## src/rtl/i2c_byte_master.sv

```systemverilog
// Byte-level I2C master engine: START / WRITE / READ / STOP over a valid/ready
// command handshake, with open-drain SCL/SDA enables and clock-stretch support.
//
// state   | meaning
// --------+-----------------------------------------------------------
// IDLE    | waiting for a command; SCL held low while the bus is owned
// START_A | repeated-start prefix: release SDA, then release SCL
// START_B | start sequence: both released, SDA low, then SCL low
// BIT     | one of 8 data bit slots (4 quarters each)
// ACKBIT  | 9th bit slot (slave ACK on WRITE, master ACK/NACK on READ)
// STOP_A  | SCL and SDA both driven low
// STOP_B  | release SCL, then release SDA
// DONE    | one-cycle response; a new command may be accepted here
module i2c_byte_master #(
  parameter int CLK_DIV = 63
) (
  input  logic       clk,
  input  logic       rst_n,
  input  logic       cmd_valid,
  output logic       cmd_ready,
  input  logic [1:0] cmd_op,
  input  logic [7:0] cmd_data,
  input  logic       cmd_ack,
  output logic       rsp_valid,
  output logic [7:0] rsp_data,
  output logic       rsp_nack,
  output logic       busy,
  output logic       scl_oe,
  output logic       sda_oe,
  input  logic       scl_in,
  input  logic       sda_in
);

  typedef enum logic [2:0] {
    IDLE, START_A, START_B, BIT, ACKBIT, STOP_A, STOP_B, DONE
  } state_t;

  localparam logic [1:0]  OP_START = 2'd0;
  localparam logic [1:0]  OP_WRITE = 2'd1;
  localparam logic [1:0]  OP_READ  = 2'd2;
  localparam logic [1:0]  OP_STOP  = 2'd3;
  localparam logic [15:0] QLOAD    = 16'(CLK_DIV - 1);

  state_t      r_state;
  state_t      w_next;
  logic [1:0]  r_q;
  logic [15:0] r_qcnt;
  logic [2:0]  r_bit;
  logic [1:0]  r_op;
  logic [7:0]  r_sh;
  logic        r_ack;
  logic        r_busy;
  logic        r_nack;
  logic [7:0]  r_data;

  logic w_scl_oe;
  logic w_sda_oe;
  logic w_cmd_ready;
  logic w_rsp_valid;
  logic w_accept;
  logic w_timed;
  logic w_stall;
  logic w_qend;

  assign w_accept = cmd_valid & w_cmd_ready;
  assign w_timed  = (r_state != IDLE) && (r_state != DONE);
  // A released SCL that is still seen low means the slave is stretching.
  assign w_stall  = ~w_scl_oe & ~scl_in;
  assign w_qend   = w_timed & ~w_stall & (r_qcnt == 16'd0);

  // Line enables and handshake outputs decoded from the current state.
  always_comb begin
    w_scl_oe    = 1'b0;
    w_sda_oe    = 1'b0;
    w_cmd_ready = 1'b0;
    w_rsp_valid = 1'b0;
    case (r_state)
      IDLE: begin
        w_cmd_ready = 1'b1;
        w_scl_oe    = r_busy;
      end
      DONE: begin
        w_cmd_ready = 1'b1;
        w_rsp_valid = 1'b1;
        w_scl_oe    = r_busy;
      end
      START_A: w_scl_oe = (r_q == 2'd0);
      START_B: begin
        w_sda_oe = (r_q != 2'd0);
        w_scl_oe = (r_q == 2'd2);
      end
      BIT: begin
        w_scl_oe = ~r_q[1];
        w_sda_oe = (r_op == OP_WRITE) & ~r_sh[7];
      end
      ACKBIT: begin
        w_scl_oe = ~r_q[1];
        w_sda_oe = (r_op == OP_READ) & r_ack;
      end
      STOP_A: begin
        w_scl_oe = 1'b1;
        w_sda_oe = 1'b1;
      end
      STOP_B: w_sda_oe = (r_q == 2'd0);
      default: begin
        w_scl_oe = 1'b0;
        w_sda_oe = 1'b0;
      end
    endcase
  end

  // Next-state: quarter-driven sequencing, command dispatch on accept.
  always_comb begin
    w_next = r_state;
    case (r_state)
      IDLE:    w_next = IDLE;
      DONE:    w_next = IDLE;
      START_A: if (w_qend && r_q == 2'd1) w_next = START_B;
      START_B: if (w_qend && r_q == 2'd2) w_next = DONE;
      BIT:     if (w_qend && r_q == 2'd3 && r_bit == 3'd7) w_next = ACKBIT;
      ACKBIT:  if (w_qend && r_q == 2'd3) w_next = DONE;
      STOP_A:  if (w_qend) w_next = STOP_B;
      STOP_B:  if (w_qend && r_q == 2'd1) w_next = DONE;
      default: w_next = IDLE;
    endcase
    if (w_accept) begin
      case (cmd_op)
        OP_START: w_next = r_busy ? START_A : START_B;
        OP_STOP:  w_next = r_busy ? STOP_A  : DONE;
        default:  w_next = r_busy ? BIT     : DONE;
      endcase
    end
  end

  // State register.
  always_ff @(posedge clk or negedge rst_n) begin
    if (!rst_n) r_state <= IDLE;
    else        r_state <= w_next;
  end

  // Command latch, quarter/bit timing, shift register and response status.
  always_ff @(posedge clk or negedge rst_n) begin
    if (!rst_n) begin
      r_q    <= 2'd0;
      r_qcnt <= 16'd0;
      r_bit  <= 3'd0;
      r_op   <= OP_START;
      r_sh   <= 8'd0;
      r_ack  <= 1'b0;
      r_busy <= 1'b0;
      r_nack <= 1'b0;
      r_data <= 8'd0;
    end else begin
      if (w_accept) begin
        r_op   <= cmd_op;
        r_sh   <= cmd_data;
        r_ack  <= cmd_ack;
        r_q    <= 2'd0;
        r_qcnt <= QLOAD;
        r_bit  <= 3'd0;
      end else if (w_timed) begin
        if (w_stall) begin
          r_qcnt <= QLOAD;
        end else if (r_qcnt != 16'd0) begin
          r_qcnt <= r_qcnt - 16'd1;
        end else begin
          r_qcnt <= QLOAD;
          r_q    <= (w_next != r_state) ? 2'd0 : r_q + 2'd1;
          if (r_state == BIT && r_q == 2'd3) begin
            r_sh  <= {r_sh[6:0], sda_in};
            r_bit <= r_bit + 3'd1;
          end
        end
      end
      if (w_next == DONE) begin
        case (r_state)
          START_B: begin
            r_busy <= 1'b1;
            r_nack <= 1'b0;
          end
          ACKBIT: begin
            r_nack <= (r_op == OP_WRITE) & sda_in;
            if (r_op == OP_READ) r_data <= r_sh;
          end
          STOP_B: begin
            r_busy <= 1'b0;
            r_nack <= 1'b0;
          end
          // Direct IDLE/DONE -> DONE only happens for commands issued without
          // bus ownership: data commands report an error, STOP does not.
          default: r_nack <= (cmd_op == OP_WRITE) || (cmd_op == OP_READ);
        endcase
      end
    end
  end

  assign cmd_ready = w_cmd_ready;
  assign rsp_valid = w_rsp_valid;
  assign rsp_data  = r_data;
  assign rsp_nack  = r_nack;
  assign busy      = r_busy;
  assign scl_oe    = w_scl_oe;
  assign sda_oe    = w_sda_oe;

endmodule

```

## config.mk

```make
export PLATFORM = sky130hd
export DESIGN_NAME = i2c_byte_master
export DESIGN_NICKNAME = d
export VERILOG_FILES = /design/src/rtl/i2c_byte_master.sv
export SDC_FILE = /design/constraint.sdc
export NUM_CORES = 1
export LEC_CHECK = 0
export CORE_MARGIN = 5
export CORE_UTILIZATION = 46
export DETAILED_ROUTE_END_ITERATION = 7
export GPL_TIMING_DRIVEN = 0
export PLACE_DENSITY = 0.79
export SLEW_MARGIN = 20
export SYNTH_ARGS = -nofsm -noshare
export SYNTH_HDL_FRONTEND = slang
export SYNTH_SLANG_ARGS = --single-unit
```

## constraint.sdc

```tcl
create_clock -name clk -period 3.7 [get_ports clk]
set_input_delay 0.555 -clock clk [delete_from_list [all_inputs] [get_ports clk]]
set_output_delay 0.555 -clock clk [all_outputs]
set_load 0.1 [all_outputs]
```

==> Yosys cells after proc, flatten, opt, wreduce, memory -nomap -nowiden <==
Index checks and enable logic that the tools add are counted.
{ "word_totals": {"out_inout_bits": 14, "reg_bits": 45} }
{ "op_classes": {"bitwise_logic": 12, "eq_ne": 21, "addsub": 3, "n_mux": 37, "reduce_logical": 24} }
{ "ops": {"columns": ["cell", "count"], "rows": [
  ["16-bit 2-to-1 mux", 4],
  ["8-bit 2-to-1 mux", 5],
  ["3-bit 2-to-1 mux", 13],
  ["3-bit one-hot mux with 7 select lines", 1],
  ["3-bit equality test, second input constant", 6],
  ["16-bit logical NOT", 1],
  ["16-bit nonzero test", 1],
  ["16-bit by 1-bit subtractor with 16-bit output, second input constant", 1],
  ["2-bit 2-to-1 mux", 7],
  ["2-bit equality test, second input constant", 5],
  ["1-bit one-hot mux with 5 select lines", 2],
  ["2-bit nonzero test", 4],
  ["1-bit AND", 7],
  ["2-bit by 1-bit equality test with 1-bit output, second input constant", 3],
  ["3-bit by 2-bit equality test with 1-bit output, second input constant", 2],
  ["1-bit logical AND", 6],
  ["3-bit one-hot mux with 2 select lines", 1],
  ["3-bit AND reduction", 2],
  ["2-bit OR reduction", 3],
  ["1-bit NOT", 5],
  ["2-bit logical NOT", 2],
  ["2-bit != test, second input constant", 2],
  ["1-bit one-hot mux with 2 select lines", 2],
  ["4-bit AND reduction", 1],
  ["10 further kinds", 11]
]} }

==> Longest topological paths before layout <==
{ "logic_depth": {"word_depth": 19, "depth_mapped": 11, "ltp_nobuf": 9} }

==> Least setup slack after synthesis <==
OpenSTA, ideal clock, no wires.
{ "synth_timing": {"path_type": "register to register", "start": "register r_state[2]", "end": "register r_nack (netlist: rsp_nack)", "path_buffers": 1, "synth_period_minus_slack_ps": 3812, "path_stages_with_launch": 9, "setup_ps": 128, "t_arrival_ps": 3684, "path_slack_ps": -112, "cell_sequence": "dfrtp_1 > and3_1 > or2_2 > clkbuf_1 > nand2_1 > o22a_2 > a22oi_2 > o21a_1 > mux2_1"} }
{ "synth_via": {"word_cells_on_any_way": 36} }
{ "synth_rtl": {"columns": ["element", "line_no", "text"], "rows": [
  ["from (decl)", "44", "state_t r_state;"],
  ["from (signal assigned)", "138", "else r_state <= w_next;"],
  ["3-bit equality test or 3-bit logical NOT (tied branches)", "77", "case (r_state)"],
  ["2-bit OR reduction (no source line) (*)", null, null],
  ["1-bit 2-to-1 mux (*)", "77", null],
  ["net cmd_ready", "20", "output logic cmd_ready,"],
  ["1-bit AND (*)", "65", "assign w_accept = cmd_valid & w_cmd_ready;"],
  ["3-bit 2-to-1 mux (*)", "126", "if (w_accept) begin"],
  ["3-bit equality test (*)", "175", "if (w_next == DONE) begin"],
  ["to (signal assigned)", "182", "r_nack <= (r_op == OP_WRITE) & sda_in;"],
  ["to (signal assigned)", "191", "default: r_nack <= (cmd_op == OP_WRITE) || (cmd_op == OP_READ);"],
  ["to (decl)", "53", "logic r_nack;"]
]} }
Mark *: on every way through the listed nets, which the timed path passes. The rest lies on a longest branch.
A chain may end at the register's enable or synchronous reset.

==> Worst setup path in the final report <==
{ "layout_timing": {"start": "register r_qcnt[1]", "end": "register r_nack (netlist: rsp_nack)"} }
{ "layout_via": {"elab_chain_len": 8, "word_cells_on_any_way": 15} }
{ "layout_lines": {"columns": ["element", "line_no", "text"], "rows": [
  ["from (decl)", "47", "logic [15:0] r_qcnt;"],
  ["from (signal assigned)", "165", "r_qcnt <= r_qcnt - 16'd1;"],
  ["16-bit logical NOT (*)", "69", "assign w_qend = w_timed & ~w_stall & (r_qcnt == 16'd0);"],
  ["1-bit AND (*)", "69", null],
  ["1-bit logical AND", "120, 121", null],
  ["1-bit logical AND", "120", "BIT: if (w_qend && r_q == 2'd3 && r_bit == 3'd7) w_next = ACKBIT;"],
  ["3-bit 2-to-1 mux", "120", null],
  ["3-bit one-hot mux with 7 select lines (*)", "115", "case (r_state)"],
  ["3-bit 2-to-1 mux (*)", "126", null],
  ["net w_next[2]", "45", "state_t w_next;"],
  ["3-bit equality test (*)", "175", null]
]} }
Marks and branches as above.

==> out/summary.txt <==
Row Count: 27
Shortest period the worst path allows: 3.36 ns
Placed cells: 369
# diodes: 0
Placer Congestion: 0.861
Power Density: 677 mW/mm2
Fraction of layout cells with a size suffix above 1: 12.5%
H-Tree Depth: 2
Final setup fails: 0
Area of the multi-input gates: 0.00140 mm2
Post-route DRC: 0
Commonest non-fill, non-tap cell in the layout: dfrtp_1
CP Launch Type: flip-flop
Max-cap violations: 0
Required @ worst endpoint: 3.89 ns
Leading register cell type out of synthesis: dfrtp_1
Layout Cells excl Fill: 377
Crit end category: flip-flop
Worst-Skew Late Latency: 0.30 ns
Vias/cell: 5.59
Syn Std Cell Area: 0.00259 mm2
Ports: 30
Slew Viols, Final: 0
Filler Cells Inserted: 469
Status: finished clean
Mux cell area share after synthesis: 9.11%
Final Hold Fails: 0
DRT Wirelength: 5.83 mm
P_leak: 1.45 nW
CP max FO: 4
Max Root-Sink Buffers: 2
Core box area: 0.00551 mm2
# Post-CTS Setup Buffers: 0
Die X: 85.1 um
Register area: 0.00113 mm2
Clock transition at path regs: 0.08 ns
Achievable Freq: 297 MHz
Seq/Total Area, Yosys: 43.4%
Number of flops mapped to enable cells by yosys: 0
Initial antenna violation count: 0
Inserted Clock Buffers: 5
Setup TNS: 0 ns
Height of the chip: 85.1 um
Setup CP Type: flip-flop to flip-flop
Routed vias: 2107
WL per Instance: 15.5 um
Util after Layout: 56.9%
Largest family of logic cells by synthesized area: simple AND/OR/NAND/NOR gates
Seq cells post-synth: 45
Commonest non-fill, non-tap cells in the layout: 45 x dfrtp_1, 28 x nand2_1, 26 x clkdlybuf4s50_1
Worst reg2reg path depth: 9
Total iterations of the first detailed-routing run: 4
IO Port Bufs: 29
Worst reg2reg endpoint: rsp_nack
Final cycle utilization of the critical path: 90.9%
VDD IR max: 0.401 mV
Sink Count: 45
Total Die Area: 0.00724 mm2
Largest net degree at the start of global routing: 28
CTS root buf: clkbuf_8
Ys Warns: 0
CP Data Arrival Time: 3.55 ns
XOR/XNOR Fraction of Synth Area: 2.70%
Synth Area in Simple Gates: 22.2%
Detailed placer's ending HPWL: 4.25 mm
Syn Nets: 292
Vias in the first global route: 2098
Unrepaired setup endpoints after global routing: no
Share of flip-flops with an asynchronous set or reset: 100%
Layout area overhead: 20.6%
Drt initial violations: 186
Post-cts resize count: 0
CTS tree: yes
Compound-Gate Fraction of Synth Area: 15.5%
Tightest Pin Transition: 0.976 ns
Min-Delay Path Class: input pin to async pin
Final nets: 329
Mapped Cells: 267
First-pass GRT wire length: 10.0 mm
R2r startpoint: r_qcnt[1]
# hold bufs at CTS: 0
GRT Residual Overflow: 0
Antenna-violating nets left: 0
Initial Util: 47.1%
Netlist cell types: 55
Syn avg cell area: 9.72 um2
Flop2flop setup slack: 0.34 ns
Worst clock skew: 0.00648 ns
Total GRT Usage: 16.8%
Worst slew margin: 34.7%
Post-Synth Adder-Cell Area: 4.34%
## how the worst max path moves through the flow
stage / cells after the start / start / end / slack [ns]
finish: 9 / r_qcnt[1] / rsp_nack / 0.34
global route: 9 / r_qcnt[1] / rsp_nack / 0.22
CTS: 5 / r_state[2] / scl_oe / 0.01
detailed placement: 5 / r_state[2] / scl_oe / 0.36
global placement: 5 / r_state[2] / sda_oe / 0.38
floorplan: 8 / r_state[2] / rsp_data[0] / 0.39
## state kept, by name, indices dropped and copies added, names as in the netlist
name / count
r_state: 3
busy: 1
r_bit: 3
r_op: 2
rsp_nack: 1
rsp_data: 8
r_ack: 1
r_qcnt: 16
r_q: 2
r_sh: 8
## metrics by stage
step | area [um2] | worst slack, ns | power (mW) | hold slack (ns)
global placement | 2980 | 0.384 | 1.66 | 0.465
finish | 3130 | 0.338 | 2.12 | 0.203
CTS | 3130 | 0.0108 | 2.13 | 0.206
floorplan | 2600 | 0.386 | 1.43 | 0.259
global route | 3130 | 0.219 | 2.24 | 0.226
detailed placement | 2990 | 0.362 | 1.68 | 0.465
## report_power, final
group / switching, mW / internal [mW] / total (mW)
logic: 0.690 / 0.299 / 0.989
clock network: 0.170 / 0.268 / 0.438
registers: 0.0870 / 0.606 / 0.693
total: 0.947 / 1.17 / 2.12
## area by class of cell
type	instances	area share [%]
clock buffers	5	2.20
repair buffers	30	9.91
clock inverters	3	2.08
multi-input cells	204	44.6
flip-flops and latches	45	36.0
inverters	9	1.08
plain buffers	9	1.28
well taps	72	2.88
## per-layer routing
| layer | track usage (%) | part of all wire [%] | up-vias |
|---|---|---|---|
| met5 | 0 | 0 | - |
| met3 | 2.52 | 4.3 | 9 |
| met2 | 27.3 | 48 | 53 |
| li1 | - | - | 1036 |
| met4 | 6.47 | 1.4 | 0 |
| met1 | 22.6 | 46 | 1009 |
## kinds of logic (layout without fill, tap and decap cells)
logic type	after synthesis	in the layout
XOR/XNOR	8	8
AND/OR/NAND/NOR	108	108
adder cells (fa/ha/maj)	9	9
AO/OA/AOI/OAI	57	57
multiplexers	22	22
buffers and inverters	18	56
flip-flops	45	45
## worst max-delay path, cell delays in order, from the launching register on
cell       delay, ns
dfrtp_1         0.41
inv_1           0.09
ha_1            0.18
or3b_2          0.50
or4_4           0.59
or2_1           0.29
a2111oi_0       0.47
o32a_2          0.26
o21a_1          0.14
mux2_1          0.31
## cell usage after synthesis (all sizes together), types with 4 or more instances
master | count | area (um2)
dfrtp | 45 | 1130
nor3 | 7 | 35.0
a31oi | 4 | 25.0
nand3 | 8 | 45.0
and2 | 6 | 37.5
or4 | 4 | 37.5
nand4 | 5 | 31.3
a21oi | 8 | 40.0
buf | 6 | 27.5
or3 | 5 | 31.3
xnor2 | 6 | 52.6
inv | 9 | 33.8
ha | 9 | 113
nand2 | 28 | 105
mux2 | 10 | 116
mux2i | 12 | 120
nor2b | 8 | 50.1
nor2 | 22 | 90.1
o21ai | 24 | 131
(Power assumes the default switching activity.)
==> edit 1 (same flow settings) <==
Encoding of `state_t`: now one-hot (8 bits for 8 states).
--- a/src/rtl/i2c_byte_master.sv
+++ b/src/rtl/i2c_byte_master.sv
@@ -31,8 +31,8 @@
   input  logic       sda_in
 );
 
-  typedef enum logic [2:0] {
-    IDLE, START_A, START_B, BIT, ACKBIT, STOP_A, STOP_B, DONE
+  typedef enum logic [7:0] {
+    IDLE = 8'b00000001, START_A = 8'b00000010, START_B = 8'b00000100, BIT = 8'b00001000, ACKBIT = 8'b00010000, STOP_A = 8'b00100000, STOP_B = 8'b01000000, DONE = 8'b10000000
   } state_t;
 
   localparam logic [1:0]  OP_START = 2'd0;
Check against the original RTL: no difference found for any inputs over 10 cycles, from zero or initial values and one cycle with rst_n low; not proved beyond that.
==> edit 1 against the original RTL <==
- sequential cell count increased by 5
- highest routed layer unchanged
- sequential power increased by 2%
- clock power decreased by 27%
- worst hold slack improved by 0.053 ns
- clock skew increased by 0.0040 ns
- largest power group unchanged
- final area increased by 19%
- critical path depth decreased by 4
- die area increased by 22%
- worst setup slack got worse by 0.078 ns
- via count increased by 33%
- area after synthesis increased by 25%
- largest cell class unchanged
- routed wire length increased by 29%
- power decreased by 15%
==> edit 1: results (changes against the original RTL) <==
| Metric | Value |
|---|---|
| Synth top cells by count | `dfrtp_1, nor2_1, nand2_1, o21ai_0, a21oi_1` |
| Max FFs per register | `16 (unchanged)` |
| WL final | `7.538 mm (+29%)` |
| Ratio of cells with drive above 1 in the final layout | `14.92% (+2.5 points)` |
| Clk_lat worst skew | `0.31 ns` |
| DR iter-0 viols | `273 (+47%)` |
| GR Util met3 | `3.926% (+1.4 points)` |
| Delay-heaviest family, CP | `buffers and inverters` |
| CP max FO | `10 (+6)` |
| Worst-margin pin slew | `0.9915 ns (+0.01530 ns)` |
| Vias in the first global route | `2724 (+30%)` |
| Register area share after synthesis | `38.62% (-4.8 points)` |
| CP arrival | `2.88 ns (-0.67 ns)` |
| IO Port Bufs | `29 (unchanged)` |
| Register with the most flip-flops | `r_qcnt` |
| Async set or reset register ratio after synthesis | `100.0% (unchanged)` |
| Static leakage | `1.621 nW (+12%)` |
| Worst setup EP type | `output pin` |
| Status | `finished, final reports clean` |
| Global-route met2 utilization | `27.03% (-0.31 points)` |
| Nets | `406 (+23%)` |
| Diodes inserted | `0 (unchanged)` |
| CP peak stage delay | `1.16 ns (+0.57 ns)` |
| Initial antenna violation count | `0 (unchanged)` |
| Root cell of the clock tree | `clkbuf_8` |
| First-pass GRT wire length | `12.71 mm (+27%)` |
| Clock transition at path regs | `0.09 ns` |
| Via density | `5.868 (+5.0%)` |
| Library cells used by synthesis | `71 (+29%)` |
| Post-CTS setup buffers | `0 (unchanged)` |
| Htree depth | `2 (unchanged)` |
| Area post-placement | `3651 um^2 (+22%)` |
| Synth area leaders | `dfrtp_1, nor2_1, o21ai_0` |
| Max VDD drop | `0.2695 mV (-33%)` |
| Syn. warnings | `0 (unchanged)` |
| Final ANT Viol Nets | `0 (unchanged)` |
| Worst Skew | `0.01052 ns (+0.004048 ns)` |
| Inserted Clock Buffers | `5 (unchanged)` |
| M1 GR Usage | `24.47% (+1.9 points)` |
| HP Class | `in -> async` |
| GP Congestion | `0.9554 (+11%)` |
| Syn Nets | `370 (+27%)` |
| Total track usage | `17.75% (+0.94 points)` |
| DRT Pass-1 Iters | `5 (+1)` |
| Clock Path Buffers | `2 (unchanged)` |
| Largest net degree at the start of global routing | `51 (+82%)` |
| HPWL Detailed | `5.515 mm (+30%)` |
| Slowest cell on crit path | `clkdlybuf4s50_1` |
[edit 1: final cells by class]
type                       instances  area, um^2
buffer                            19       166.4
clock buffer                       6       72.57
clock inverter                     2       13.76
fill                             616        3097
inverter                          15       56.30
multi-input combinational        261        1768
sequential                        50        1252
tap                               96       120.1
timing repair buffer              29       285.3
[edit 1: worst paths after layout]
path / start / to / slack, ns / cells past startpoint
setup / recovery: r_state[4]$_DFF_PN0_ / cmd_ready / 0.26 / 5
hold / removal: rst_n / r_qcnt[1]$_DFFE_PN0P_ / 0.26 / 1
setup reg to reg: r_q[1]$_DFFE_PN0P_ / r_q[0]$_DFFE_PN0P_ / 0.91 / 10
hold reg to reg: r_ack$_DFFE_PN0P_ / r_ack$_DFFE_PN0P_ / 0.49 / 2
max in group asynchronous: rst_n / r_bit[0]$_DFFE_PN0P_ / 3.00 / 1
min in group clk: r_ack$_DFFE_PN0P_ / r_ack$_DFFE_PN0P_ / 0.49 / 2
[edit 1: routing by layer]
layer	up-vias	part of all wire [%]
li1	1328	-
met1	1328	46
met2	125	44
met3	24	7.0
met4	0	2.7
met5	-	0
[edit 1: kinds of logic after synthesis]
| logic type | count (synthesis) | share of synthesized area (%) |
|---|---|---|
| DFF | 50 | 38.62 |
| xor gates and xnor gates | 5 | 1.350 |
| adders and majority gates | 9 | 3.472 |
| AOI/OAI and AO/OA | 79 | 15.97 |
| buffers and inverters | 34 | 6.867 |
| and+or+nand+nor | 151 | 27.20 |
| muxes | 17 | 6.520 |
[edit 1: metrics by stage]
stage | instances | hold slack [ns] | total power [mW] | worst slack (ns)
finish | 478 | 0.2559 | 1.800 | 0.2603
global route | 478 | 0.3197 | 1.913 | 0.1280
CTS | 478 | 0.2949 | 1.804 | 0.008260
detailed placement | 470 | 0.4655 | 1.485 | 0.05609
global placement | 470 | 0.4691 | 1.474 | 0.07103
floorplan | 345 | 0.2594 | 1.288 | 0.5865
[edit 1: where the power goes]
part	internal (mW)	switching, mW	leakage (nW)
sequential	0.637	0.0686	0.635
clock	0.134	0.185	0.0452
combinational	0.263	0.513	0.941
total	1.03	0.767	1.62
[edit 1: what timing repair did]
item                                   in CTS  in global routing
resized for setup                           1                  3
setup endpoints to repair                   1                  2
endpoints found under the hold margin       0                  0
pin swaps                                   0                  0
==> edit 2 (same flow settings) <==
Without the edit above. The parameter `CLK_DIV` goes from 63 to 62.
--- a/src/rtl/i2c_byte_master.sv
+++ b/src/rtl/i2c_byte_master.sv
@@ -12,7 +12,7 @@
 // STOP_B  | release SCL, then release SDA
 // DONE    | one-cycle response; a new command may be accepted here
 module i2c_byte_master #(
-  parameter int CLK_DIV = 63
+  parameter int CLK_DIV = 62
 ) (
   input  logic       clk,
   input  logic       rst_n,
Formal check against the unedited RTL: no difference found for any inputs over 10 cycles, from zero or initial values and one cycle with rst_n low; that may be too few to reach the edited logic, so the function may still have changed.
==> edit 2 against the original RTL <==
- via count increased by 3.4%
- non-clock buffer count decreased by 1
- sequential share of layout area decreased by 0.36 points
- routed wire length increased by 2.6%
- clock skew increased by 0.0092 ns
- core utilization increased by 0.22 points
- synthesized cell count increased by 2.6%
- critical endpoint is now sda_oe
- area after synthesis increased by 2.2%
- power increased by 15%
- die area increased by 1.9%
- worst setup slack got worse by 0.11 ns
- sequential power increased by 5.9%
- sequential cell count unchanged
- final area increased by 1.0%
==> edit 2: results (changes against the original RTL) <==
| Metric | Value |
|---|---|
| CP arrival | `2.92 ns (-0.63 ns)` |
| Vias | `2179 (+3.4%)` |
| Routed len/inst | `15.58 um (+0.74%)` |
| Register with the most flip-flops | `r_qcnt` |
| Synth top cells by count | `dfrtp_1, nand2_1, nor2_1, o21ai_1, a21oi_1` |
| Cts hold-fix bufs | `0 (unchanged)` |
| HPWL Detailed | `4.529 mm (+6.6%)` |
| Max VDD drop | `0.4537 mV (+13%)` |
| Multiplexer share of the synthesized area | `10.29% (+1.2 points)` |
| Worst Skew | `0.01569 ns (+0.009213 ns)` |
| Diodes inserted | `0 (unchanged)` |
| Clk_lat worst skew | `0.30 ns (about the same)` |
| Static leakage | `1.321 nW (-8.8%)` |
| Total track usage | `17.11% (+0.29 points)` |
| Syn. warnings | `0 (unchanged)` |
| Nets | `336 (+2.1%)` |
| Inserted Clock Buffers | `5 (unchanged)` |
| # fillers | `489 (+4.3%)` |
| IO Port Bufs | `29 (unchanged)` |
| Root cell of the clock tree | `clkbuf_8` |
| Initial antenna violation count | `0 (unchanged)` |
| CP max FO | `10 (+6)` |
| Largest net degree at the start of global routing | `32 (+14%)` |
| Post-synthesis adder-cell area fraction | `4.247% (-0.092 points)` |
| Mapped Avg Cell Area | `9.676 um^2 (-0.44%)` |
| HP Class | `in -> async` |
| Post-CTS setup buffers | `0 (unchanged)` |
| Clock transition at path regs | `0.09 ns` |
| Htree depth | `2 (unchanged)` |
| DR iter-0 viols | `179 (-3.8%)` |
| Async set or reset register ratio after synthesis | `100.0% (unchanged)` |
| Max FFs per register | `16 (unchanged)` |
| Worst-margin pin slew | `0.9861 ns (+0.009930 ns)` |
| Slowest cell on crit path | `clkdlybuf4s50_1` |
| Ratio of cells with drive above 1 in the final layout | `10.58% (-1.9 points)` |
| Delay-heaviest family, CP | `buffers and inverters` |
| Register area share after synthesis | `42.47% (-0.92 points)` |
| CP peak stage delay | `1.14 ns (+0.55 ns)` |
| GP Congestion | `0.9189 (+6.7%)` |
| Clock Path Buffers | `2 (unchanged)` |
| CTS resizes | `0 (unchanged)` |
| Synth Area in XOR/XNOR | `1.652% (-1.0 points)` |
| Synth area leaders | `dfrtp_1, mux2i_1, mux2_4` |
| Syn Nets | `299 (+2.4%)` |
| Non-filler cells, final | `384 (+1.9%)` |
| Final ANT Viol Nets | `0 (unchanged)` |
| First-pass GRT wire length | `10.25 mm (+2.3%)` |
| DRT Pass-1 Iters | `4 (unchanged)` |
| Library cells used by synthesis | `55 (unchanged)` |
| Status | `finished, final reports clean` |
| Compound-Gate Fraction of Synth Area | `16.61% (+1.1 points)` |
## edit 2: cell types whose count changed after synthesis, moves of 5 or more
cell	delta
nor2_1	+7
and2_1	-5
mux2_2	-8
a21oi_1	+6
mux2_4	+7
o21ai_1	+15
o21ai_0	-15
o31ai_1	+6
nor2b_1	-5
## edit 2: worst register-to-register path, delay by kind of cell, from the launching register on
| kind | cells | cell delay (ns) |
|---|---|---|
| flops | 1 | 0.42 |
| buf+inv | 1 | 0.08 |
| simple gates | 4 | 1.78 |
| mux | 1 | 0.36 |
| compound gates | 1 | 0.21 |
| fa+ha+maj | 1 | 0.20 |
## edit 2: routing by layer
metal | part of all wire [%] | routed length, um | GRT usage [%] | vias to the layer above
li1 | - | - | - | 1072
met1 | 46 | 2750 | 22.49 | 1048
met2 | 49 | 2957 | 27.05 | 49
met3 | 3.3 | 196 | 3.170 | 10
met4 | 1.3 | 78 | 8.201 | 0
met5 | 0 | 0 | 0 | -
## edit 2: final timing paths
kind                            cells after the start                   from                       to  slack, ns
worst min register to register                      2      r_ack$_DFFE_PN0P_        r_ack$_DFFE_PN0P_       0.50
worst max-delay path                                7   r_state[1]$_DFF_PN0_                   sda_oe       0.23
worst min-delay path                                1                  rst_n     r_state[1]$_DFF_PN0_       0.17
worst max register to register                      8  r_qcnt[1]$_DFFE_PN0P_  rsp_data[2]$_DFFE_PN0P_       0.55
min in group clk                                    2      r_ack$_DFFE_PN0P_        r_ack$_DFFE_PN0P_       0.50
max in group asynchronous                           2                  rst_n   r_qcnt[15]$_DFFE_PN0P_       3.04
## edit 2: area by class of cell
type | instances | area [um^2] | area share (%)
Inverter | 9 | 33.78 | 1.068
Clock buffer | 5 | 68.82 | 2.176
Multi-Input combinational cell | 212 | 1455 | 46.02
Sequential cell | 45 | 1126 | 35.62
Timing Repair Buffer | 30 | 305.3 | 9.656
Clock inverter | 3 | 46.29 | 1.464
Tap cell | 72 | 90.09 | 2.849
Buffer | 8 | 36.28 | 1.148
## edit 2: power breakdown
group	total (mW)	leakage [nW]	switching, mW	internal, mW
clock	0.379	0.0543	0.177	0.202
sequential	0.734	0.578	0.117	0.617
combinational	1.32	0.689	0.906	0.409
total	2.43	1.32	1.20	1.23
## edit 2: metrics by stage
| step | area, um^2 | worst slack [ns] | hold slack (ns) |
|---|---|---|---|
| floorplan | 2651 | 0.5315 | 0.2594 |
| CTS | 3162 | 0.2468 | 0.1663 |
| global placement | 3032 | 0.5600 | 0.4631 |
| detailed placement | 3047 | 0.5419 | 0.4790 |
| finish | 3162 | 0.2284 | 0.1658 |
| global route | 3162 | 0.1006 | 0.1810 |
